## src/rtl/sweep_collector_if.sv

```systemverilog
// Readout-side bundle of sweep_collector: FWFT head, pop strobe and
// drop/overflow status toward the Avalon register map.
interface sweep_collector_if #(
    parameter int FIFO_DEPTH = 64
);
    logic [31:0]                   rd_data;
    logic [3:0]                    rd_id;
    logic                          rd_valid;
    logic                          rd_pop;
    logic [$clog2(FIFO_DEPTH):0]   fifo_count;
    logic                          overflow;
    logic [15:0]                   drop_count;
    logic                          clear_i;

    modport master (
        output rd_data, rd_id, rd_valid,
        output fifo_count, overflow, drop_count,
        input  rd_pop, clear_i
    );

    modport slave (
        input  rd_data, rd_id, rd_valid,
        input  fifo_count, overflow, drop_count,
        output rd_pop, clear_i
    );
endinterface

```

## src/rtl/sweep_collector.sv

```systemverilog
// Synchronises per-sensor decoder valids, captures completed sweeps and
// queues them tagged with sensor index in a first-word-fall-through FIFO.
module sweep_collector #(
    parameter int NUM_SENSORS = 16,
    parameter int FIFO_DEPTH  = 64
) (
    input  logic                      clock,
    input  logic                      reset,
    input  logic [32*NUM_SENSORS-1:0] sensor_value_i,
    input  logic [NUM_SENSORS-1:0]    data_available_i,
    sweep_collector_if.master         rd_if
);
    localparam int AW = $clog2(FIFO_DEPTH);
    localparam int CW = AW + 1;

    logic [NUM_SENSORS-1:0] s1_q, s2_q, s3_q;
    logic [NUM_SENSORS-1:0] pending_q, pending_d;
    logic [31:0]            pending_val_q [NUM_SENSORS];
    logic [31:0]            pending_val_d [NUM_SENSORS];
    logic [3:0]             rr_ptr_q, rr_ptr_d;
    logic [AW-1:0]          wr_ptr_q, wr_ptr_d;
    logic [AW-1:0]          rd_ptr_q, rd_ptr_d;
    logic [CW-1:0]          count_q, count_d;
    logic                   overflow_q, overflow_d;
    logic [15:0]            drop_count_q, drop_count_d;
    logic [35:0]            mem_q [FIFO_DEPTH];

    logic [NUM_SENSORS-1:0] edge_ev;
    logic                   head_valid;
    logic                   pop;
    logic                   can_push;
    logic                   gnt_valid;
    logic [3:0]             gnt_idx;
    logic [4:0]             cand;
    logic [4:0]             n_drop;
    logic [16:0]            drop_sum;

    assign edge_ev    = s2_q & ~s3_q;
    assign head_valid = (count_q != '0);
    assign pop        = rd_if.rd_pop && head_valid;
    assign can_push   = (count_q != CW'(FIFO_DEPTH)) || pop;

    // Round-robin search starting at rr_ptr, wrapping at NUM_SENSORS.
    always_comb begin
        gnt_valid = 1'b0;
        gnt_idx   = '0;
        cand      = '0;
        for (int i = 0; i < NUM_SENSORS; i++) begin
            cand = {1'b0, rr_ptr_q} + 5'(i);
            if (cand >= 5'(NUM_SENSORS)) begin
                cand = cand - 5'(NUM_SENSORS);
            end
            if (!gnt_valid && can_push && pending_q[cand[3:0]]) begin
                gnt_valid = 1'b1;
                gnt_idx   = cand[3:0];
            end
        end
    end

    // A granted slot is freed first, so a same-cycle edge refills it
    // without counting as a drop.
    always_comb begin
        pending_d     = pending_q;
        pending_val_d = pending_val_q;
        n_drop        = '0;
        for (int k = 0; k < NUM_SENSORS; k++) begin
            if (gnt_valid && (gnt_idx == 4'(k))) begin
                pending_d[k] = 1'b0;
            end
            if (edge_ev[k]) begin
                if (pending_d[k]) begin
                    n_drop = n_drop + 5'd1;
                end
                pending_d[k]     = 1'b1;
                pending_val_d[k] = sensor_value_i[32*k +: 32];
            end
        end
    end

    always_comb begin
        drop_sum = {1'b0, (rd_if.clear_i ? 16'd0 : drop_count_q)}
                 + {12'd0, n_drop};
        drop_count_d = drop_sum[16] ? 16'hFFFF : drop_sum[15:0];
        overflow_d   = (overflow_q && !rd_if.clear_i) || (n_drop != '0);
    end

    always_comb begin
        wr_ptr_d = wr_ptr_q + AW'(gnt_valid);
        rd_ptr_d = rd_ptr_q + AW'(pop);
        count_d  = count_q + CW'(gnt_valid) - CW'(pop);
        rr_ptr_d = rr_ptr_q;
        if (gnt_valid) begin
            rr_ptr_d = (gnt_idx == 4'(NUM_SENSORS - 1)) ? 4'd0
                                                        : gnt_idx + 4'd1;
        end
    end

    always_ff @(posedge clock or posedge reset) begin
        if (reset) begin
            s1_q         <= '0;
            s2_q         <= '0;
            s3_q         <= '0;
            pending_q    <= '0;
            rr_ptr_q     <= '0;
            wr_ptr_q     <= '0;
            rd_ptr_q     <= '0;
            count_q      <= '0;
            overflow_q   <= 1'b0;
            drop_count_q <= '0;
            for (int k = 0; k < NUM_SENSORS; k++) begin
                pending_val_q[k] <= '0;
            end
        end else begin
            s1_q         <= data_available_i;
            s2_q         <= s1_q;
            s3_q         <= s2_q;
            pending_q    <= pending_d;
            rr_ptr_q     <= rr_ptr_d;
            wr_ptr_q     <= wr_ptr_d;
            rd_ptr_q     <= rd_ptr_d;
            count_q      <= count_d;
            overflow_q   <= overflow_d;
            drop_count_q <= drop_count_d;
            for (int k = 0; k < NUM_SENSORS; k++) begin
                pending_val_q[k] <= pending_val_d[k];
            end
        end
    end

    // Storage needs no reset: the head is masked while the FIFO is empty.
    always_ff @(posedge clock) begin
        if (gnt_valid) begin
            mem_q[wr_ptr_q] <= {gnt_idx, pending_val_q[gnt_idx]};
        end
    end

    assign rd_if.rd_valid   = head_valid;
    assign {rd_if.rd_id, rd_if.rd_data} =
        head_valid ? mem_q[rd_ptr_q] : 36'd0;
    assign rd_if.fifo_count = count_q;
    assign rd_if.overflow   = overflow_q;
    assign rd_if.drop_count = drop_count_q;
endmodule
```

## src/flat_wrapper.sv

```systemverilog
// flat-port wrapper written by rule: the top's interface ports become plain ports
module sweep_collector_flat 
#(
    parameter int NUM_SENSORS = 16,
    parameter int FIFO_DEPTH  = 64
)
  (clock, reset, sensor_value_i, data_available_i, rd_if_rd_data, rd_if_rd_id, rd_if_rd_valid, rd_if_fifo_count, rd_if_overflow, rd_if_drop_count, rd_if_rd_pop, rd_if_clear_i);
  sweep_collector_if #(.FIFO_DEPTH(FIFO_DEPTH)) rd_if_i ();
  input  logic clock;
  input  logic reset;
  input  logic [32*NUM_SENSORS-1:0] sensor_value_i;
  input  logic [NUM_SENSORS-1:0] data_available_i;
  output wire logic [$bits(rd_if_i.rd_data)-1:0] rd_if_rd_data;
  output wire logic [$bits(rd_if_i.rd_id)-1:0] rd_if_rd_id;
  output wire logic [$bits(rd_if_i.rd_valid)-1:0] rd_if_rd_valid;
  output wire logic [$bits(rd_if_i.fifo_count)-1:0] rd_if_fifo_count;
  output wire logic [$bits(rd_if_i.overflow)-1:0] rd_if_overflow;
  output wire logic [$bits(rd_if_i.drop_count)-1:0] rd_if_drop_count;
  input wire logic [$bits(rd_if_i.rd_pop)-1:0] rd_if_rd_pop;
  input wire logic [$bits(rd_if_i.clear_i)-1:0] rd_if_clear_i;
  assign rd_if_rd_data = rd_if_i.rd_data;
  assign rd_if_rd_id = rd_if_i.rd_id;
  assign rd_if_rd_valid = rd_if_i.rd_valid;
  assign rd_if_fifo_count = rd_if_i.fifo_count;
  assign rd_if_overflow = rd_if_i.overflow;
  assign rd_if_drop_count = rd_if_i.drop_count;
  assign rd_if_i.rd_pop = rd_if_rd_pop;
  assign rd_if_i.clear_i = rd_if_clear_i;
  sweep_collector #(.NUM_SENSORS(NUM_SENSORS), .FIFO_DEPTH(FIFO_DEPTH)) u_core (.clock(clock), .reset(reset), .sensor_value_i(sensor_value_i), .data_available_i(data_available_i), .rd_if(rd_if_i));
endmodule
```

## config.mk

```make
export PLATFORM = sky130hd
export DESIGN_NAME = sweep_collector_flat
export DESIGN_NICKNAME = d
export VERILOG_FILES = /design/src/rtl/sweep_collector_if.sv /design/src/rtl/sweep_collector.sv /design/src/flat_wrapper.sv
export SDC_FILE = /design/constraint.sdc
export NUM_CORES = 2
export LEC_CHECK = 0
export BUFFER_PORTS_ARGS = -buffer_cell sky130_fd_sc_hd__buf_4
export CAP_MARGIN = 0
export CORE_MARGIN = 2
export CORE_UTILIZATION = 35
export CTS_BUF_LIST = sky130_fd_sc_hd__clkbuf_8
export CTS_CLUSTER_SIZE = 16
export DETAILED_ROUTE_END_ITERATION = 6
export SETUP_SLACK_MARGIN = 0.3
export SLEW_MARGIN = 20
export SYNTH_ARGS = -nofsm -noshare
export SYNTH_HDL_FRONTEND = slang
export SYNTH_SLANG_ARGS = --single-unit
```

## constraint.sdc

```tcl
create_clock -name clock -period 23.7 [get_ports clock]
set_input_delay 1.185 -clock clock [delete_from_list [all_inputs] [get_ports clock]]
set_output_delay 1.185 -clock clock [all_outputs]
set_load 0.02 [all_outputs]
```

==> flow_results.org <==
** Critical path
- Along the worst path, the maximum fanout reaches roughly 110.
- The worst setup path is captured at a flop.
- Critical path's largest stage delay :: between 1000 and 1500 ps
- For the worst setup path, the data required time is around 25,000 ps.
- Data arrival time of the critical path :: roughly 18,000 ps
- The largest individual stage delay along the critical path comes from the cell sky130_fd_sc_hd__ha_1.
- The critical path is of the flop to flop type.
- In this run the register-to-register setup slack is between 7000 and 8000 ps.
- Nature of the critical path startpoint :: flop
- Among the stages of the critical path, the cell type that occurs most often is sky130_fd_sc_hd__ha_1.

** Logic synthesis
- The netlist uses slightly below 100 different library cells.
- Of all cell types, the one taking the most synthesized area is sky130_fd_sc_hd__edfxtp_1.
- EDFF count, synth :: around 2.3k
- Mean cell area of the mapped netlist :: approximately 19 um2
- Portion of the post-synthesis area used by sequential elements :: 0.704
- Yosys warning total :: 0
- The share of synthesized area in the top cell type comes to 0.575.
- Proportion of synthesized flip-flops having asynchronous set or reset :: 0.211
- Combined area of all synthesized cells :: between 100,000 and 150,000 um2
- Counting every instance in the synthesized netlist gives 6,315.
- Main flop type after synthesis :: sky130_fd_sc_hd__edfxtp_1
- Net Count, Synth :: about 6.9k
- Ranked by total cell area, the synthesized netlist is headed by sky130_fd_sc_hd__edfxtp_1 (58%), sky130_fd_sc_hd__mux4_2 (15%), sky130_fd_sc_hd__dfrtp_1 (13%).
- FF+latch count, synth :: ~3k

** Timing
- Final sum of negative setup slack :: 0 ps
- Setup clock skew after layout :: between 100 and 150 ps
- Setup repair after global routing left no endpoint under its margin.
- Final worst setup slack :: 7030 ps
- Achievable clock frequency :: approximately 60 MHz
- Period utilisation layout :: 0.703
- Worst-margin pin slew :: about 1200 ps
- Setup violations remaining at the end of the flow were counted as 0.
- For the finished layout, the period the worst path requires is between 15,000 and 20,000 ps.
- Measured against its own limit, the worst slew margin works out to 0.195.
- The count of endpoints failing hold in the final timing report was 0.
- The number of pins exceeding their max-slew limit in the final report was 0.

** Clocking
- Buffer depth of the longest clock path :: 4
- Sinks on the clock net :: between 2k and 3k
- Clock tree from TritonCTS :: yes
- For this design, the CTS-stage hold fixing added 0 buffers.
- Clock tree synthesis selected as its root buffer the cell sky130_fd_sc_hd__clkbuf_8.
- Clk Latency, worst-skew pair :: around 1000 ps
- In this run the post-CTS setup repair buffer count came out at 0.
- After clock tree synthesis, the repair step resized 0 gates.
- Clock slew at the register clock pins of the worst setup and hold paths :: ~60 ps
- CTS built an H-tree with a depth of 5.
- TritonCTS created between 400 and 500 clock buffers.

** GRT
- The first global-routing pass estimated between 500,000 and 600,000 um of wire.
- For this run, the total global-route usage over all layers was measured as 0.201.
- The number of global-route vias before repair came to about 70k.
- Overall overflow remaining after global route :: 0
- The initial antenna violation count came to 89.
- Entering global routing, the biggest net connects 148 pins.

** Detailed routing
- For this run, design rule violations remaining after detail routing come to 0.
- Detailed-route wire length :: 357,000 um
- Overall via count from detail_route :: ~66k
- Dividing the detail-routed wire length by the instance count gives slightly below 30 um.
- Vias per std cell :: about 5.4
- Detailed-router iteration count before antenna repair :: 5
- In this run, the number of DRC markers left after iteration 0 of detailed routing was around 6k.
- The detail route stage leaves a number of antenna-violating nets equal to 0.

** Placement
- GPL Wtd Cong :: about 0.86
- The placed instances occupy a cell area of 131,000 um2.
- Estimated wirelength of the detail-placed design :: ~220,000 um
- Total of buffers placed on input and output ports :: 592
- Prior to clock tree synthesis, the placed netlist has a worst setup slack of 7280 ps.

** Floorplan
- Floorplan core area :: between 300,000 and 400,000 um2
- The initial utilization of the core area, before any placement, comes to 0.351.
- The floorplan step set the die width to slightly below 600 um.
- The floorplan has ~220 rows.
- The die is around 590 um tall.
- Die area :: around 350,000 um2
- I/O pin total :: about 600

** Min path
- The path class of the tightest hold or removal check is primary input to flop.

** Run status
- Run status :: finished, final reports clean

** Cells and area
- Final std cell area, no fill :: 140,000 um2
- In the final layout, the share of cells above drive strength 1 is 0.371.
- After filler insertion, the fill cell instance count of the layout stands at a little over 30k.
- The area growth from synthesis to layout is 16.3%.
- Final core area utilization :: 0.408
- Final Net Count :: between 7k and 8k

** Run
- Maximum capacitance violations :: 0
state kept, by name, indices dropped and copies added (netlist names), 4 cells and up:
name	count
u_core.mem_q	2304
u_core.pending_val_q	512
u_core.pending_q	16
u_core.rd_if.drop_count	16
u_core.s1_q	16
u_core.s2_q	16
u_core.s3_q	16
u_core.rd_if.fifo_count	7
u_core.rd_ptr_q	6
u_core.wr_ptr_q	6
u_core.rr_ptr_q	4
per-stage QoR:
step	hold WS (ps)	instances
2_1_floorplan	331	6315
3_3_place_gp	333	11240
3_5_place_dp	336	11240
4_1_cts	168	12060
5_1_grt	203	12086
6_report	269	12105
worst paths after layout:
| check | end | from | cells after the start |
|---|---|---|---|
| hold reg to reg | u_core.s2_q[3] | u_core.s1_q[3] | 0 |
| max in group asynchronous | u_core.rd_ptr_q[3] | reset | 6 |
| setup reg to reg | u_core.rd_if.drop_count[13] | u_core.rr_ptr_q[0] | 62 |
| min in group asynchronous | u_core.pending_val_q[48] | reset | 2 |
| setup / recovery | u_core.rd_if.drop_count[13] | u_core.rr_ptr_q[0] | 62 |
| hold / removal | u_core.s1_q[15] | data_available_i[15] | 1 |
layer usage:
metal	up-vias	routed length, um	GRT usage
met5	-	419	0
met2	2553	172000	0.328
met1	35281	145000	0.269
li1	27136	-	-
met4	62	9410	0.0584
met3	598	28900	0.0482
critical path, delay by kind of cell (launching register included):
kind	cells	cell delay (ps)
adders and majority gates	11	4180
and+or+nand+nor	16	3970
AOI/OAI and AO/OA	17	3530
buffers and inverters	8	1890
muxes	5	1750
xor gates and xnor gates	5	880
DFF	1	320
cell usage after synthesis, types with 71 or more instances:
library cell               number
sky130_fd_sc_hd__mux4_2       775
sky130_fd_sc_hd__nor2_1       145
sky130_fd_sc_hd__buf_1         97
sky130_fd_sc_hd__mux2i_1      156
sky130_fd_sc_hd__mux2_2       505
sky130_fd_sc_hd__dfrtp_1      616
sky130_fd_sc_hd__a21oi_1       71
sky130_fd_sc_hd__a211oi_1     127
sky130_fd_sc_hd__nand2_1      466
sky130_fd_sc_hd__clkbuf_1     272
sky130_fd_sc_hd__and2_1       101
sky130_fd_sc_hd__edfxtp_1    2304
area by class of cell:
| class | count | area, um2 | area share |
|---|---|---|---|
| flip-flops and latches | 2920 | 84600 | 0.605 |
| repair buffers | 757 | 5770 | 0.0413 |
| diodes | 45 | 113 | 0.000805 |
| clock buffers | 486 | 6690 | 0.0478 |
| inverters | 39 | 176 | 0.00126 |
| well taps | 4557 | 5700 | 0.0408 |
| clock inverters | 334 | 1750 | 0.0125 |
| multi-input cells | 2967 | 35100 | 0.251 |
logic make-up after synthesis:
kind of cell             synth area share
AO/OA/AOI/OAI                      0.0271
XOR/XNOR                          0.00890
adder cells (fa/ha/maj)           0.00460
buffers and inverters              0.0139
flip-flops                          0.704
multiplexers                        0.206
AND/OR/NAND/NOR                    0.0356
placed cells by master, fill, tap and decap left out, types with 64 or more instances in the layout:
cell type                     n
sky130_fd_sc_hd__inv_1      178
sky130_fd_sc_hd__nand2_1    466
sky130_fd_sc_hd__mux2i_1    156
sky130_fd_sc_hd__buf_4      749
sky130_fd_sc_hd__a21oi_1     71
sky130_fd_sc_hd__edfxtp_1  2304
sky130_fd_sc_hd__and2_1     101
sky130_fd_sc_hd__o211ai_1    70
sky130_fd_sc_hd__clkinv_1   104
sky130_fd_sc_hd__clkbuf_8   486
sky130_fd_sc_hd__dfrtp_1    610
sky130_fd_sc_hd__nor2_4      64
sky130_fd_sc_hd__mux4_2     775
sky130_fd_sc_hd__a211oi_1   127
sky130_fd_sc_hd__nor2_1      81
sky130_fd_sc_hd__mux2_2     505
Power is not shown: default switching activity piles up to over one toggle a cycle in this logic, so the estimate is an artifact.
